File: src/rtl/rom_port_arbiter_pkg.sv
// Shared types for the ROM port arbiter: ROM byte width and the requester identifier.
package rom_port_arbiter_pkg;

    localparam int unsigned ROM_DATA_W = 8;

    typedef logic [ROM_DATA_W-1:0] rom_byte_t;
    typedef logic                  req_id_t;

    localparam req_id_t REQ_0 = 1'b0;
    localparam req_id_t REQ_1 = 1'b1;

endpackage

File: src/rtl/rom_port_arbiter_if.sv
// Bundle of the two requester ports, the ROM port and the status outputs of the arbiter.
interface rom_port_arbiter_if
    import rom_port_arbiter_pkg::*;
#(
    parameter int N_ADDR_BITS = 16,
    parameter int CNT_WIDTH   = 32
);
    logic                 req0;
    logic [N_ADDR_BITS:0] addr0;
    logic                 gnt0;
    logic                 rsp0_valid;
    rom_byte_t            rsp0_data;
    logic                 rsp0_eof;

    logic                 req1;
    logic [N_ADDR_BITS:0] addr1;
    logic                 gnt1;
    logic                 rsp1_valid;
    rom_byte_t            rsp1_data;
    logic                 rsp1_eof;

    logic [N_ADDR_BITS:0] rom_addr;
    rom_byte_t            rom_data;
    logic                 rom_valid;

    logic                 busy;
    logic [CNT_WIDTH-1:0] contention_count;

    // Requesters plus the ROM itself: drive requests and ROM data, observe everything else.
    modport master (
        output req0, addr0, req1, addr1, rom_data, rom_valid,
        input  gnt0, rsp0_valid, rsp0_data, rsp0_eof,
        input  gnt1, rsp1_valid, rsp1_data, rsp1_eof,
        input  rom_addr, busy, contention_count
    );

    modport slave (
        input  req0, addr0, req1, addr1, rom_data, rom_valid,
        output gnt0, rsp0_valid, rsp0_data, rsp0_eof,
        output gnt1, rsp1_valid, rsp1_data, rsp1_eof,
        output rom_addr, busy, contention_count
    );

endinterface

File: src/rtl/rom_port_arbiter_tag_pipe.sv
// LATENCY-deep shift register of {valid, id} tags that tracks reads in flight through the ROM.
module rom_port_arbiter_tag_pipe
    import rom_port_arbiter_pkg::*;
#(
    parameter int LATENCY = 1
) (
    input  logic    clk,
    input  logic    clr,
    input  logic    in_valid,
    input  req_id_t in_id,
    output logic    out_valid,
    output req_id_t out_id,
    output logic    any_valid
);

    logic [LATENCY-1:0] valid_r;
    logic [LATENCY-1:0] id_r;

    // Shift tags one stage per cycle; clear drops every read still in flight.
    always_ff @(posedge clk) begin
        if (clr) begin
            valid_r <= '0;
            id_r    <= '0;
        end else begin
            valid_r[0] <= in_valid;
            id_r[0]    <= in_id;
            for (int i = 1; i < LATENCY; i++) begin
                valid_r[i] <= valid_r[i-1];
                id_r[i]    <= id_r[i-1];
            end
        end
    end

    assign out_valid = valid_r[LATENCY-1];
    assign out_id    = id_r[LATENCY-1];
    assign any_valid = |valid_r;

endmodule

File: src/rtl/rom_port_arbiter.sv
// Round-robin sharing of one byte-wide ROM read port between two requesters,
// with tagged routing of each returned byte back to the requester that issued it.
module rom_port_arbiter
    import rom_port_arbiter_pkg::*;
#(
    parameter int N_ADDR_BITS = 16,
    parameter int ROM_LATENCY = 1,
    parameter int CNT_WIDTH   = 32
) (
    input  logic               clk,
    input  logic               rst,
    rom_port_arbiter_if.slave  bus
);

    logic                 prio_r;
    logic [N_ADDR_BITS:0] last_addr_r;
    logic [CNT_WIDTH-1:0] cnt_r;

    logic                 grant_any_s;
    req_id_t              winner_s;
    logic [N_ADDR_BITS:0] rom_addr_s;
    logic                 tail_valid_s;
    req_id_t              tail_id_s;
    logic                 busy_s;

    // Pick the winner of this cycle; contention is settled by the rotating priority.
    always_comb begin
        grant_any_s = 1'b0;
        winner_s    = REQ_0;
        if (rst) begin
            grant_any_s = 1'b0;
            winner_s    = REQ_0;
        end else if (bus.req0 && bus.req1) begin
            grant_any_s = 1'b1;
            winner_s    = prio_r;
        end else if (bus.req0) begin
            grant_any_s = 1'b1;
            winner_s    = REQ_0;
        end else if (bus.req1) begin
            grant_any_s = 1'b1;
            winner_s    = REQ_1;
        end else begin
            grant_any_s = 1'b0;
            winner_s    = REQ_0;
        end
    end

    // Winner's address goes straight to the ROM; idle cycles replay the last granted one.
    always_comb begin
        rom_addr_s = last_addr_r;
        if (grant_any_s) begin
            rom_addr_s = (winner_s == REQ_1) ? bus.addr1 : bus.addr0;
        end else begin
            rom_addr_s = last_addr_r;
        end
    end

    assign bus.gnt0     = grant_any_s && (winner_s == REQ_0);
    assign bus.gnt1     = grant_any_s && (winner_s == REQ_1);
    assign bus.rom_addr = rom_addr_s;

    // Priority rotation, last address and saturating contention counter.
    always_ff @(posedge clk) begin
        if (rst) begin
            prio_r      <= 1'b0;
            last_addr_r <= '0;
            cnt_r       <= '0;
        end else begin
            if (grant_any_s) begin
                prio_r      <= ~winner_s;
                last_addr_r <= rom_addr_s;
            end
            if (bus.req0 && bus.req1 && (cnt_r != {CNT_WIDTH{1'b1}})) begin
                cnt_r <= cnt_r + CNT_WIDTH'(1);
            end
        end
    end

    rom_port_arbiter_tag_pipe #(
        .LATENCY (ROM_LATENCY)
    ) u_tag_pipe (
        .clk       (clk),
        .clr       (rst),
        .in_valid  (grant_any_s),
        .in_id     (winner_s),
        .out_valid (tail_valid_s),
        .out_id    (tail_id_s),
        .any_valid (busy_s)
    );

    // Route the ROM byte to the owner of the tag leaving the pipe; idle outputs stay at zero.
    always_comb begin
        bus.rsp0_valid = 1'b0;
        bus.rsp0_data  = '0;
        bus.rsp0_eof   = 1'b0;
        bus.rsp1_valid = 1'b0;
        bus.rsp1_data  = '0;
        bus.rsp1_eof   = 1'b0;
        if (tail_valid_s && !rst) begin
            if (tail_id_s == REQ_1) begin
                bus.rsp1_valid = 1'b1;
                bus.rsp1_data  = bus.rom_data;
                bus.rsp1_eof   = ~bus.rom_valid;
            end else begin
                bus.rsp0_valid = 1'b1;
                bus.rsp0_data  = bus.rom_data;
                bus.rsp0_eof   = ~bus.rom_valid;
            end
        end else begin
            bus.rsp0_valid = 1'b0;
            bus.rsp1_valid = 1'b0;
        end
    end

    assign bus.busy             = busy_s;
    assign bus.contention_count = cnt_r;

endmodule

File: src/flat_wrapper.sv
// flat-port wrapper written by rule: the top's interface ports become plain ports
module rom_port_arbiter_flat import rom_port_arbiter_pkg::*;
#(
    parameter int N_ADDR_BITS = 16,
    parameter int ROM_LATENCY = 1,
    parameter int CNT_WIDTH   = 32
)
  (clk, rst, bus_req0, bus_addr0, bus_req1, bus_addr1, bus_rom_data, bus_rom_valid, bus_gnt0, bus_rsp0_valid, bus_rsp0_data, bus_rsp0_eof, bus_gnt1, bus_rsp1_valid, bus_rsp1_data, bus_rsp1_eof, bus_rom_addr, bus_busy, bus_contention_count);
  rom_port_arbiter_if #(.N_ADDR_BITS(N_ADDR_BITS), .CNT_WIDTH(CNT_WIDTH)) bus_i ();
  input  logic clk;
  input  logic rst;
  input wire logic [$bits(bus_i.req0)-1:0] bus_req0;
  input wire logic [$bits(bus_i.addr0)-1:0] bus_addr0;
  input wire logic [$bits(bus_i.req1)-1:0] bus_req1;
  input wire logic [$bits(bus_i.addr1)-1:0] bus_addr1;
  input wire logic [$bits(bus_i.rom_data)-1:0] bus_rom_data;
  input wire logic [$bits(bus_i.rom_valid)-1:0] bus_rom_valid;
  output wire logic [$bits(bus_i.gnt0)-1:0] bus_gnt0;
  output wire logic [$bits(bus_i.rsp0_valid)-1:0] bus_rsp0_valid;
  output wire logic [$bits(bus_i.rsp0_data)-1:0] bus_rsp0_data;
  output wire logic [$bits(bus_i.rsp0_eof)-1:0] bus_rsp0_eof;
  output wire logic [$bits(bus_i.gnt1)-1:0] bus_gnt1;
  output wire logic [$bits(bus_i.rsp1_valid)-1:0] bus_rsp1_valid;
  output wire logic [$bits(bus_i.rsp1_data)-1:0] bus_rsp1_data;
  output wire logic [$bits(bus_i.rsp1_eof)-1:0] bus_rsp1_eof;
  output wire logic [$bits(bus_i.rom_addr)-1:0] bus_rom_addr;
  output wire logic [$bits(bus_i.busy)-1:0] bus_busy;
  output wire logic [$bits(bus_i.contention_count)-1:0] bus_contention_count;
  assign bus_i.req0 = bus_req0;
  assign bus_i.addr0 = bus_addr0;
  assign bus_i.req1 = bus_req1;
  assign bus_i.addr1 = bus_addr1;
  assign bus_i.rom_data = bus_rom_data;
  assign bus_i.rom_valid = bus_rom_valid;
  assign bus_gnt0 = bus_i.gnt0;
  assign bus_rsp0_valid = bus_i.rsp0_valid;
  assign bus_rsp0_data = bus_i.rsp0_data;
  assign bus_rsp0_eof = bus_i.rsp0_eof;
  assign bus_gnt1 = bus_i.gnt1;
  assign bus_rsp1_valid = bus_i.rsp1_valid;
  assign bus_rsp1_data = bus_i.rsp1_data;
  assign bus_rsp1_eof = bus_i.rsp1_eof;
  assign bus_rom_addr = bus_i.rom_addr;
  assign bus_busy = bus_i.busy;
  assign bus_contention_count = bus_i.contention_count;
  rom_port_arbiter #(.N_ADDR_BITS(N_ADDR_BITS), .ROM_LATENCY(ROM_LATENCY), .CNT_WIDTH(CNT_WIDTH)) u_core (.clk(clk), .rst(rst), .bus(bus_i));
endmodule
File: config.mk
export PLATFORM = sky130hd
export DESIGN_NAME = rom_port_arbiter_flat
export DESIGN_NICKNAME = d
export VERILOG_FILES = /design/src/rtl/rom_port_arbiter_pkg.sv /design/src/rtl/rom_port_arbiter_if.sv /design/src/rtl/rom_port_arbiter_tag_pipe.sv /design/src/rtl/rom_port_arbiter.sv /design/src/flat_wrapper.sv
export SDC_FILE = /design/constraint.sdc
export NUM_CORES = 1
export LEC_CHECK = 0
export CAP_MARGIN = 20
export CORE_MARGIN = 2
export CORE_UTILIZATION = 43
export DETAILED_ROUTE_END_ITERATION = 7
export HOLD_SLACK_MARGIN = 0.05
export PLACE_DENSITY = 0.82
export SETUP_SLACK_MARGIN = 0.1
export SLEW_MARGIN = 5
export SYNTH_ARGS = -nofsm -noshare
export SYNTH_HDL_FRONTEND = slang
export SYNTH_HIERARCHICAL = 1
export SYNTH_SLANG_ARGS = --single-unit
export TNS_END_PERCENT = 1
File: constraint.sdc
create_clock -name clk -period 2.36 [get_ports clk]
set_input_delay 0.354 -clock clk [delete_from_list [all_inputs] [get_ports clk]]
set_output_delay 0.354 -clock clk [all_outputs]
set_load 0.005 [all_outputs]
==> run summary <==
area of the multi-input gates: 1680 um^2
skew final: 4.39 ps
ratio of cells with drive above 1 in the final layout: 15.6%
cell-internal power: 1.34 mW
routed length per instance: 15.4 um
sw power: 425 uW
CTS tree: built
cells after synthesis: 312
Cell Rows: 29
final hold vios: 0
Sequential Area: 1040 um^2
area grow syn2layout: 61.4%
Min Clock Period, post-route: 2270 ps
CTS buffer count: 5
io pins: 119
CP Launch Type: flip-flop
GPL Wtd Cong: 0.845
Final TNS setup: 0 ps
fillers: 495
count leader, synth: dfxtp_1
Synth Flop Type: dfxtp_1
GR Overflow Total: 0
worst slew pin tran: 491 ps
initial antenna violation count: 0
Initial DRC Count: 99
Cell variety after synth: 48
Slew Limit Fails: 0
hpwl dp: 6160 um
routed via count: 3024
placed cell areas: 4260 um^2
outcome: finished, final reports clean
CP Max Fanout: 3
Die ar.: 7100 um^2
global-route wire length before repair: 13600 um
Seq pwr share: 51.3%
Sink Count: 52
Crit Path Class: reg -> out
Setup violations, final: 0
die height: 84.3 um
post-synth net total: 360
Initial Utilization: 44.1%
DRC Markers: 0
Rel. slew slack: 67.1%
IR drop worst, VDD: 0.261 mV
final period utilization: 96.2%
Synth area leader: dfxtp_1
vias in the first global route: 2949
power per cell area: 394 nW/um^2
Arrival @ worst endpoint: 1920 ps
Clock power frac: 30.0%
H-tree Lvls: 2
YS warnings: 6
top cell type's share of synthesized area: 37.6%
Antenna Cells: 0
register area share after synthesis: 37.6%
nets@finish: 516
Post-synth EDFFs: 0
Final ANT Viol Nets: 0
share of flip-flops with an asynchronous set or reset: 0%
# port buffers: 118
Net Sw Frac: 24.1%
part of the power in combinational logic: 18.7%
Final WS setup: 90.5 ps
Clock Pin Slew Worst Setup and Hold Paths: 90 ps
CTS Hold Bufs: 0
largest net degree at the start of global routing: 39
Clock Latency Late Sink: 310 ps
FF+latch count, synth: 52
Die X: 84.3 um
Synth top cells by count: dfxtp_1, nor2_1, and2_1
top post-synthesis cells by area: dfxtp_1, o211a_1, a22o_1
overall routing resource usage: 23.1%
Place WS: -201 ps
CTS root buf: clkbuf_8
Routed WL: 8420 um
Max Cap Violations: 0
Max Buffers Root-to-Sink: 2
Fmax: 441 MHz
drt via density: 5.54
CP endpoint kind: output port
Hold Crit Class: reg -> reg
DRT Pass-1 Iters: 6
worst path required time: 2010 ps
core area: 6280 um^2
design area: 4470 um^2
leakage power: 1.98 nW
Pwr Total: 1.76 mW
Layout Utilization: 71.3%
cell area after synthesis: 2770 um^2
synthesized area per cell: 8.88 um^2
RSZ-0062 raised after global routing: true
-- logic make-up after synthesis --
kind of cell,count (synthesis),synth area share [%]
simple gates,128,26.5
xor+xnor,9,2.84
compound gates,97,27.5
flops,52,37.6
fa+ha+maj,1,0.451
mux,5,1.99
buf+inv,20,3.12
-- metrics by stage --
stage	cells	hold slack (ps)
after CTS	544	511
after global placement	529	480
final	546	510
after detailed placement	529	489
after floorplan	312	426
after global routing	546	520
-- per-layer routing --
| metal | track usage, % | up-vias | part of all wire [%] |
|---|---|---|---|
| li1 | - | 1473 | - |
| met1 | 26.0 | 1431 | 40 |
| met2 | 42.5 | 108 | 51 |
| met3 | 6.19 | 12 | 7.5 |
| met4 | 6.60 | 0 | 1.2 |
| met5 | 0 | - | 0 |
-- cell usage in the layout, fill, tap and decap left out, types with 7 or more instances in the layout --
master,count
and2_1,18
nor2b_1,9
nand4_1,9
a21o_1,17
dlygate4sd2_1,13
a21oi_1,12
nor2_1,25
or3_1,13
nand2_1,13
buf_4,39
a22o_1,17
clkdlybuf4s50_1,98
dfxtp_1,51
nand3_1,12
clkdlybuf4s15_1,7
o21ai_0,7
xnor2_1,7
o211a_1,17
-- final cells by class --
cell class / instances / area share, %
inverters: 7 / 0.587
clock buffers: 8 / 2.01
multi-input cells: 240 / 37.4
repair buffers: 162 / 34.5
flip-flops and latches: 52 / 23.3
well taps: 77 / 2.15
-- power groups by stage --
stage	registers, mW	logic [mW]	clock network (mW)
6_report	0.903	0.330	0.528
5_1_grt	0.906	0.351	0.575
4_1_cts	0.903	0.322	0.541
3_5_place_dp	0.922	0.317	0
3_3_place_gp	0.922	0.314	0
2_1_floorplan	0.920	0.112	0
-- state kept, by name, summed over array words and instances, names as in the netlist --
| register | cells |
|---|---|
| u_core/u_tag_pipe/out_id | 1 |
| u_core/u_tag_pipe/any_valid | 1 |
| u_core/prio_r | 1 |
| u_core/bus.contention_count | 32 |
| u_core/last_addr_r | 17 |
-- path summary, 6_finish.rpt --
kind,depth (start not counted),startpoint,slack [ps],end
worst min-delay path,1,u_core/last_addr_r[9],510,u_core/last_addr_r[9]
worst max register to register,6,u_core/bus.contention_count[26],210,u_core/bus.contention_count[13]
worst min register to register,1,u_core/last_addr_r[9],510,u_core/last_addr_r[9]
worst max-delay path,7,u_core/prio_r,90,bus_rom_addr[6]
-- worst max-delay path, stage by stage, from the launching register on --
cell           delay (ps)
dfxtp_2               340
nor2b_4               140
nor3b_4                70
bufbuf_16             260
buf_4                 130
a22o_1                230
a21o_1                160
dlygate4sd2_1         270
-- repair_timing --
action                                 4_1_cts  5_1_grt
endpoints found under the hold margin        0        0
cloned                                       3        0
setup endpoints to repair                   36       29
gates resized for setup                     30        8
pin swaps                                    1        1
buffers inserted                             4        2
Power figures use the tool's default switching activity.
